--- src/rtl/gpio_cmd_ctrl.sv ---
// GPIO command decoder/sequencer for the convolution datapath: kernel and length
// loading, circular column-memory writes, convolver start and result read-back.
module gpio_cmd_ctrl #(
    parameter int N      = 2,
    parameter int ADDR_W = 10,
    parameter int PIX_W  = 8,
    parameter int RES_W  = 13,
    parameter int GPIO_D = 32
) (
    input  logic                 i_CLK,
    input  logic                 i_RST,
    input  logic [GPIO_D-1:0]    i_gpio,
    output logic [GPIO_D-1:0]    o_gpio,
    output logic                 o_led,
    output logic [71:0]          o_kernel,
    output logic                 o_kernel_valid,
    output logic [ADDR_W-1:0]    o_img_len,
    output logic [N+1:0]         o_mem_we,
    output logic [ADDR_W-1:0]    o_mem_addr,
    output logic [PIX_W-1:0]     o_mem_wdata,
    output logic                 o_start,
    input  logic                 i_conv_done,
    output logic [$clog2(N)-1:0] o_rd_sel,
    output logic [ADDR_W-1:0]    o_rd_addr,
    input  logic [RES_W-1:0]     i_rd_data
);
    localparam int WS_W = $clog2(N+2);
    localparam int RS_W = $clog2(N);

    typedef enum logic [1:0] {IDLE, RUN, READY, READ} state_t;

    state_t              state_q, state_d;
    logic                valid_prev_q, valid_prev_d;
    logic [2:0]          ctrl_prev_q, ctrl_prev_d;
    logic [1:0]          krow_q, krow_d;
    logic [2:0][23:0]    kernel_q, kernel_d;
    logic                kvalid_q, kvalid_d;
    logic [ADDR_W-1:0]   img_len_q, img_len_d;
    logic [WS_W-1:0]     wsel_q, wsel_d;
    logic [ADDR_W-1:0]   waddr_q, waddr_d;
    logic [N+1:0]        we_q, we_d;
    logic [ADDR_W-1:0]   maddr_q, maddr_d;
    logic [PIX_W-1:0]    wdata_q, wdata_d;
    logic                start_pend_q, start_pend_d;
    logic                start_q, start_d;
    logic                led_q, led_d;
    logic [RS_W-1:0]     rsel_q, rsel_d;
    logic [ADDR_W-1:0]   raddr_q, raddr_d;
    logic [RES_W-1:0]    rdata_q, rdata_d;

    logic [2:0]  ctrl;
    logic [23:0] data;
    logic        soft_rst;
    logic        evt;
    logic [1:0]  krow_eff;
    logic        do_cmd;
    logic        unused_gpio_bits;

    assign ctrl             = i_gpio[31:29];
    assign data             = i_gpio[24:1];
    assign soft_rst         = i_gpio[0];
    assign evt              = i_gpio[28] & ~valid_prev_q;
    assign unused_gpio_bits = ^i_gpio[27:25];
    // Switching onto the kernel-load command restarts at row 0 in that same cycle.
    assign krow_eff         = (ctrl_prev_q != 3'b000) ? 2'd0 : krow_q;

    always_comb begin
        state_d      = state_q;
        valid_prev_d = i_gpio[28];
        ctrl_prev_d  = ctrl;
        krow_d       = krow_q;
        kernel_d     = kernel_q;
        kvalid_d     = 1'b0;
        img_len_d    = img_len_q;
        wsel_d       = wsel_q;
        waddr_d      = waddr_q;
        we_d         = '0;
        maddr_d      = maddr_q;
        wdata_d      = wdata_q;
        start_pend_d = 1'b0;
        start_d      = start_pend_q;
        led_d        = led_q;
        rsel_d       = rsel_q;
        raddr_d      = raddr_q;
        rdata_d      = (state_q == READ) ? i_rd_data : rdata_q;
        do_cmd       = 1'b0;

        case (state_q)
            IDLE: do_cmd = 1'b1;
            RUN: begin
                if (i_conv_done && !start_q && !start_pend_q) begin
                    state_d = READY;
                    led_d   = 1'b1;
                end
            end
            READY: begin
                if (ctrl == 3'b011) begin
                    state_d = READ;
                    rsel_d  = '0;
                    raddr_d = '0;
                end else if (ctrl == 3'b010 || ctrl == 3'b000) begin
                    state_d = IDLE;
                    led_d   = 1'b0;
                    do_cmd  = 1'b1;
                end
            end
            READ: begin
                if (ctrl != 3'b011) begin
                    state_d = READY;
                end else if (evt) begin
                    if (raddr_q == img_len_q - ADDR_W'(2)) begin
                        raddr_d = '0;
                        if (rsel_q == RS_W'(N-1)) begin
                            rsel_d  = '0;
                            state_d = IDLE;
                            led_d   = 1'b0;
                        end else begin
                            rsel_d = rsel_q + RS_W'(1);
                        end
                    end else begin
                        raddr_d = raddr_q + ADDR_W'(1);
                    end
                end
            end
            default: state_d = IDLE;
        endcase

        if (do_cmd) begin
            if (ctrl == 3'b000) begin
                krow_d = krow_eff;
                if (evt) begin
                    kernel_d[krow_eff] = data;
                    kvalid_d           = (krow_eff == 2'd2);
                    krow_d             = (krow_eff == 2'd2) ? 2'd0 : krow_eff + 2'd1;
                end
            end
            if (ctrl == 3'b001 && state_q == IDLE) begin
                img_len_d = data[ADDR_W-1:0];
            end
            if (evt && (ctrl == 3'b010 || (ctrl == 3'b100 && state_q == IDLE))) begin
                we_d    = {{(N+1){1'b0}}, 1'b1} << wsel_q;
                maddr_d = waddr_q;
                wdata_d = data[PIX_W-1:0];
                if (waddr_q == img_len_q) begin
                    waddr_d = '0;
                    wsel_d  = (wsel_q == WS_W'(N+1)) ? '0 : wsel_q + WS_W'(1);
                end else begin
                    waddr_d = waddr_q + ADDR_W'(1);
                end
                if (ctrl == 3'b100) begin
                    start_pend_d = 1'b1;
                    state_d      = RUN;
                end
            end
        end

        if (soft_rst) begin
            state_d      = IDLE;
            krow_d       = '0;
            kernel_d     = '0;
            kvalid_d     = 1'b0;
            img_len_d    = '0;
            wsel_d       = '0;
            waddr_d      = '0;
            we_d         = '0;
            maddr_d      = '0;
            wdata_d      = '0;
            start_pend_d = 1'b0;
            start_d      = 1'b0;
            led_d        = 1'b0;
            rsel_d       = '0;
            raddr_d      = '0;
            rdata_d      = '0;
        end
    end

    always_ff @(posedge i_CLK or posedge i_RST) begin
        if (i_RST) begin
            state_q      <= IDLE;
            valid_prev_q <= 1'b0;
            ctrl_prev_q  <= '0;
            krow_q       <= '0;
            kernel_q     <= '0;
            kvalid_q     <= 1'b0;
            img_len_q    <= '0;
            wsel_q       <= '0;
            waddr_q      <= '0;
            we_q         <= '0;
            maddr_q      <= '0;
            wdata_q      <= '0;
            start_pend_q <= 1'b0;
            start_q      <= 1'b0;
            led_q        <= 1'b0;
            rsel_q       <= '0;
            raddr_q      <= '0;
            rdata_q      <= '0;
        end else begin
            state_q      <= state_d;
            valid_prev_q <= valid_prev_d;
            ctrl_prev_q  <= ctrl_prev_d;
            krow_q       <= krow_d;
            kernel_q     <= kernel_d;
            kvalid_q     <= kvalid_d;
            img_len_q    <= img_len_d;
            wsel_q       <= wsel_d;
            waddr_q      <= waddr_d;
            we_q         <= we_d;
            maddr_q      <= maddr_d;
            wdata_q      <= wdata_d;
            start_pend_q <= start_pend_d;
            start_q      <= start_d;
            led_q        <= led_d;
            rsel_q       <= rsel_d;
            raddr_q      <= raddr_d;
            rdata_q      <= rdata_d;
        end
    end

    assign o_gpio         = {{(GPIO_D-RES_W){1'b0}}, rdata_q};
    assign o_led          = led_q;
    assign o_kernel       = kernel_q;
    assign o_kernel_valid = kvalid_q;
    assign o_img_len      = img_len_q;
    assign o_mem_we       = we_q;
    assign o_mem_addr     = maddr_q;
    assign o_mem_wdata    = wdata_q;
    assign o_start        = start_q;
    assign o_rd_sel       = rsel_q;
    assign o_rd_addr      = raddr_q;
endmodule

--- config.mk ---
export PLATFORM = sky130hd
export DESIGN_NAME = gpio_cmd_ctrl
export DESIGN_NICKNAME = d
export VERILOG_FILES = /design/src/rtl/gpio_cmd_ctrl.sv
export SDC_FILE = /design/constraint.sdc
export NUM_CORES = 1
export LEC_CHECK = 0
export CELL_PAD_IN_SITES_DETAIL_PLACEMENT = 1
export CELL_PAD_IN_SITES_GLOBAL_PLACEMENT = 2
export CORE_MARGIN = 2
export CORE_UTILIZATION = 32
export DETAILED_ROUTE_END_ITERATION = 12
export GPL_TIMING_DRIVEN = 1
export PLACE_DENSITY_LB_ADDON = 0.1
export SLEW_MARGIN = 25
export SYNTH_ARGS = -nofsm -noshare
export SYNTH_HDL_FRONTEND = slang
export SYNTH_SLANG_ARGS = --single-unit
--- constraint.sdc ---
create_clock -name i_CLK -period 13.75 [get_ports i_CLK]
set_input_delay 2.75 -clock i_CLK [delete_from_list [all_inputs] [get_ports i_CLK]]
set_output_delay 2.75 -clock i_CLK [all_outputs]
set_load 0.01 [all_outputs]
==> results of run 1 <==
-- final cells by class --
class	instances	area share, %
clock inverters	13	1.27
inverters	11	0.481
well taps	280	3.64
multi-input cells	496	31.9
repair buffers	181	18.7
flip-flops and latches	152	39.5
clock buffers	19	4.50
-- final timing paths --
path | start | endpoint | slack [ns] | cells past startpoint
max in group asynchronous | i_RST | o_mem_wdata[6]$_DFFE_PP0P_ | 9.80 | 3
hold / removal | start_pend_q$_DFF_PP0_ | o_start$_DFF_PP0_ | 0.52 | 1
setup reg to reg | o_img_len[1]$_DFFE_PP0P_ | o_rd_addr[0]$_DFFE_PP0P_ | 10.64 | 8
setup / recovery | i_gpio[31] | o_kernel[37]$_DFFE_PP0P_ | 8.79 | 7
hold reg to reg | start_pend_q$_DFF_PP0_ | o_start$_DFF_PP0_ | 0.52 | 1
min in group asynchronous | i_RST | o_rd_addr[7]$_DFFE_PP0P_ | 2.80 | 2
-- metrics by stage --
step | total power [mW] | std cells | utilization (%) | worst slack (ns) | hold slack, ns
6_report | 0.978 | 1152 | 44.0 | 8.79 | 0.515
3_3_place_gp | 0.538 | 1120 | 41.4 | 8.40 | 0.475
4_1_cts | 0.991 | 1152 | 43.9 | 8.80 | 0.515
2_1_floorplan | 0.508 | 721 | - | 6.91 | 0.465
5_1_grt | 1.02 | 1152 | 44.0 | 8.59 | 0.554
3_5_place_dp | 0.540 | 1120 | 41.4 | 8.35 | 0.502
-- metal layers --
metal	part of all wire (%)	global-route usage, %	vias to the layer above
li1	-	-	2639
met1	42	22.7	2896
met2	50	31.6	116
met3	6.6	6.51	17
met4	1.1	5.20	0
met5	0	0	-
-- sequential cells by signal, summed over array words and instances (netlist names) --
register,count
valid_prev_q,1
o_rd_sel,1
waddr_q,10
krow_q,2
state_q,2
o_mem_we,4
o_kernel_valid,1
wsel_q,2
o_kernel,72
ctrl_prev_q,3
o_led,1
o_rd_addr,10
rdata_q,13
o_img_len,10
o_start,1
o_mem_addr,10
o_mem_wdata,8
start_pend_q,1
-- layout by cell type (no fill, tap or decap), types with 8 or more instances in the layout --
cell type / count
ha_1: 11
nand2_1: 83
nor2b_1: 8
xnor2_1: 21
nor3_1: 9
mux2i_1: 80
clkbuf_16: 17
a21oi_1: 46
clkdlybuf4s50_1: 174
nand3_1: 15
dfrtp_1: 152
inv_1: 9
conb_1: 19
nor2_1: 108
-- kinds of logic after synthesis --
family,Yosys count,synth area share (%)
and+or+nand+nor,268,17.2
DFF,152,53.1
AOI/OAI and AO/OA,86,7.21
muxes,83,11.7
buffers and inverters,73,5.26
xor gates and xnor gates,29,3.65
adders and majority gates,11,1.92
other,1,0.0524
-- power by group through the flow --
stage | combinational (mW) | clock (mW) | sequential (mW)
after detailed placement | 0.0749 | 0 | 0.465
after global placement | 0.0732 | 0 | 0.465
final | 0.0739 | 0.447 | 0.457
after global routing | 0.0819 | 0.477 | 0.457
after CTS | 0.0752 | 0.460 | 0.457
after floorplan | 0.0436 | 0 | 0.464
==> flow_summary.ini, run 1 <==
[cts]
clkLatencyLatePin_ns = 0.43
post_cts_buffers = 0
cts_buffers = 17
clockBufferDepth = 2
clockRootBuffer = clkbuf_16
postCtsHoldBufs = 0
clk_pin_slew_ns = 0.06
tritoncts = built
htree_num_levels = 4
cts_sinks = 152
post_cts_resized = 0

[global_routing]
grt_pass1_wl_mm = 34.9
antenna_found_initial = 0
grt.total_usage_pct = 18.7
grt_max_degree = 80
grt_overflow = 0
grt_pass1_vias = 6242

[layout]
antenna_cells = 0
final_area_um2 = 9620
seq_area_um2 = 3800
area_delta_synth_final_pct = 34.4
finalNetCount = 918
nFillCells = 2454
multi_input_area_um2 = 3070
drive_gt1_share_pct = 5.85

[synth]
ys_ff_latch = 152
syn_inst = 703
avgSynthCellArea_um2 = 10.2
synth_ff_type = dfrtp_1
yosysTopAreaCell = dfrtp_1
ys_seq_area_share_pct = 53.1
yosys_warnings = 0
yosys-top-cells-area = dfrtp_1 (53%), mux2i_1 (11%), nor2_1 (5.7%), nand2_1 (4.3%), a21oi_1 (3.3%)
synth_most_common_cell = dfrtp_1
synth.distinct_cells = 55
synth_common_cells = dfrtp_1 (152), nor2_1 (108), nand2_1 (83), mux2i_1 (80), a21oi_1 (47)
synth_top_area_share_pct = 53.1
syn_area_um2 = 7160
ys_async_sr_fraction_pct = 100
synth-edff-count = 0

[worst_setup_path]
critPathCaptureType = flop
path_class = input port to flop
slowest_stage = nor4_1
cp.buffers_inverters = 2
crit_family = simple AND/OR/NAND/NOR gates
critPathMaxStageDelay_ns = 0.68
critPathMaxFanout = 25
cp-start-kind = input port
worst_ep_required_time_ns = 14.02
crit_chain = clkdlybuf4s50_1, nor4_1, nand3_1, nor3b_2, buf_4, mux2i_1, nor2_1
critPathArrivalTime_ns = 5.23

[run]
cap_violations = 0

[die]
coreArea_um2 = 21900
die_x_um = 154
placementRows = 54
ios = 198
die_area_um2 = 23600
initial_utilization_pct = 32.7
fp.dieH_um = 154

[timing]
slew_violations = 0
setup_tns_ns = 0
finalSetupViolCount = 0
worstMarginPinSlew_ns = 0.840
fin_crit_ns = 4.96
grt_setup_unrepaired = no
skew_ns = 0.0117
maxSlewHeadroom_pct = 43.6
fmax_mhz = 202
period_share_pct = 36.0
hold_viol = 0

[placed_design]
dp_hpwl_mm = 14.7
io_buffers = 175
dpl_cell_area_um2 = 9060
gp_congestion = 0.744

[drt]
routed_wl_mm = 21.4
vias = 5668
dr.first_iter.drc_count = 199
drc = 0
routedWlPerCell_um = 18.6
first_pass_iters = 4
ant_nets = 0
routed_via_density = 4.92

[power_and_ir_drop]
p_seq_share_pct = 46.7
vdd_drop_max_mv = 0.0760
p_clk_share_pct = 45.8
power_density_nw_per_um2 = 102
p_sw_share_pct = 25.3
p_int_uw = 731
p_switching_uw = 247
p_comb_share_pct = 7.6
power.leakage_nw = 4.06

[worst_hold_path]
hold_class = flop to flop

[status]
status = finished clean
Power figures use the tool's default switching activity.
==> run 2: changes to the inputs <==
--- a/config.mk
+++ b/config.mk
@@ -8,7 +8,7 @@
 export CELL_PAD_IN_SITES_DETAIL_PLACEMENT = 1
 export CELL_PAD_IN_SITES_GLOBAL_PLACEMENT = 2
 export CORE_MARGIN = 2
-export CORE_UTILIZATION = 32
+export CORE_UTILIZATION = 27
 export DETAILED_ROUTE_END_ITERATION = 12
 export GPL_TIMING_DRIVEN = 1
 export PLACE_DENSITY_LB_ADDON = 0.1
==> constraint.sdc (replaced) <==
create_clock -name i_CLK -period 4.2 [get_ports i_CLK]
set_input_delay 0.84 -clock i_CLK [delete_from_list [all_inputs] [get_ports i_CLK]]
set_output_delay 0.84 -clock i_CLK [all_outputs]
set_load 0.01 [all_outputs]
==> flow_summary.ini, run 2 (synthesis gave the netlist of run 1 again) <==
[placed_design]
dp_hpwl_mm = 15.6
pre_cts_slack_ns = 0.716
dpl_cell_area_um2 = 9180
gp_congestion = 0.803
io_buffers = 175

[status]
status = finished clean

[drt]
first_pass_iters = 4
dr.first_iter.drc_count = 207
routedWlPerCell_um = 18.4
ant_nets = 0
routed_wl_mm = 22.2
routed_via_density = 4.72
vias = 5716
drc = 0

[layout]
nFillCells = 2884
seq_area_um2 = 3800
antenna_cells = 0
finalNetCount = 923
largest_reg_flops = 72
drive_gt1_share_pct = 6.16
multi_input_area_um2 = 3060
final_area_um2 = 9790
area_delta_synth_final_pct = 36.7
final_cell_mix = clkdlybuf4s50_1 (174), dfrtp_1 (152), nor2_1 (108)
layout_commonest_cell = clkdlybuf4s50_1

[power_and_ir_drop]
p_sw_share_pct = 25.3
p_seq_share_pct = 45.2
p_clk_share_pct = 47.2
p_comb_share_pct = 7.6
p_int_mw = 2.47
vdd_drop_max_mv = 0.227
p_switching_uw = 836
power.leakage_nw = 4.12
power_density_nw_per_um2 = 338
totalPowerFinal_mw = 3.31

[die]
die_area_um2 = 27800
ios = 198
die_x_um = 167
placementRows = 59
coreArea_um2 = 26100
fp.dieH_um = 167
initial_utilization_pct = 27.5

[cts]
clockRootBuffer = clkbuf_16
clkLatencyLatePin_ns = 0.42
cts_sinks = 152
post_cts_resized = 0
clockBufferDepth = 2
htree_num_levels = 4
post_cts_buffers = 0
cts_buffers = 17
tritoncts = built
clk_pin_slew_ns = 0.07
postCtsHoldBufs = 0

[worst_hold_path]
hold_class = flop to flop
hold_path_depth = 1
holdCritStartpoint = start_pend_q$_DFF_PP0_
min_to = o_start$_DFF_PP0_

[worst_setup_path]
critPathMaxFanout = 13
worst_r2r_path_depth = 8
critPathCaptureType = flop
worst_ep_required_time_ns = 4.49
path_class = flop to flop
reg2reg_from = o_img_len[1]$_DFFE_PP0P_
r2r-end = o_rd_addr[0]$_DFFE_PP0P_
r2r_slack_ns = 1.13
cp-start-kind = flop
critPathArrivalTime_ns = 3.36
startpoint = o_img_len[1]$_DFFE_PP0P_

[timing]
hold_viol = 0
worstMarginPinSlew_ns = 0.844
period_share_pct = 73.0
grt_setup_unrepaired = no
maxSlewHeadroom_pct = 43.7
skew_ns = 0.0136
finalSetupViolCount = 0
slew_violations = 0
timing.final.ws_setup_ns = 1.13
setup_tns_ns = 0
fmax_mhz = 326
fin_crit_ns = 3.07

[global_routing]
grt_max_degree = 77
grt_pass1_wl_mm = 36.1
antenna_found_initial = 0
grt_pass1_vias = 6291
grt.total_usage_pct = 16.4
grt_overflow = 0

[run]
cap_violations = 0
[run 2: metrics by stage]
step,hold WS (ns),cells,utilization [%]
global placement,0.497,1179,35.2
CTS,0.526,1211,37.5
floorplan,0.465,721,-
detailed placement,0.505,1179,35.2
global route,0.545,1212,37.6
finish,0.514,1212,37.6
[run 2: final cells by class]
class | instances | area share [%]
Sequential cell | 152 | 38.8
Multi-Input combinational cell | 496 | 31.3
Timing Repair Buffer | 186 | 19.1
Clock buffer | 18 | 4.38
Tap cell | 335 | 4.28
Clock inverter | 14 | 1.69
Inverter | 11 | 0.460
[run 2: worst max-delay path: stages (launching register included)]
cell	delay [ns]
dfrtp_1	0.53
inv_1	0.08
ha_1	0.31
xor2_1	0.13
nand3_1	0.10
or4_4	0.53
nor4_4	0.71
nor3_1	0.21
mux2_1	0.35
[run 2: worst max path at each step]
stage,cells after the start,slack (ns),to
2_1_floorplan,1,1.44,ctrl_prev_q[0]$_DFF_PP0_
3_3_place_gp,7,0.88,o_kernel[48]$_DFFE_PP0P_
3_5_place_dp,7,0.72,o_kernel[71]$_DFFE_PP0P_
4_1_cts,8,1.08,o_rd_addr[0]$_DFFE_PP0P_
5_1_grt,8,0.88,o_rd_addr[0]$_DFFE_PP0P_
6_report,8,1.13,o_rd_addr[0]$_DFFE_PP0P_
[run 2: metal layers]
metal / GRT usage [%] / share of wire (%)
met5: 0 / 0
met4: 5.10 / 1.5
met3: 4.71 / 5.5
met2: 27.7 / 50
met1: 20.4 / 43
[run 2: power groups by stage]
stage | sequential (mW) | combinational (mW) | clock (mW)
after global placement | 1.52 | 0.248 | 0
after detailed placement | 1.52 | 0.254 | 0
final | 1.49 | 0.251 | 1.56
after global routing | 1.50 | 0.280 | 1.68
after floorplan | 1.52 | 0.143 | 0
after CTS | 1.49 | 0.255 | 1.62
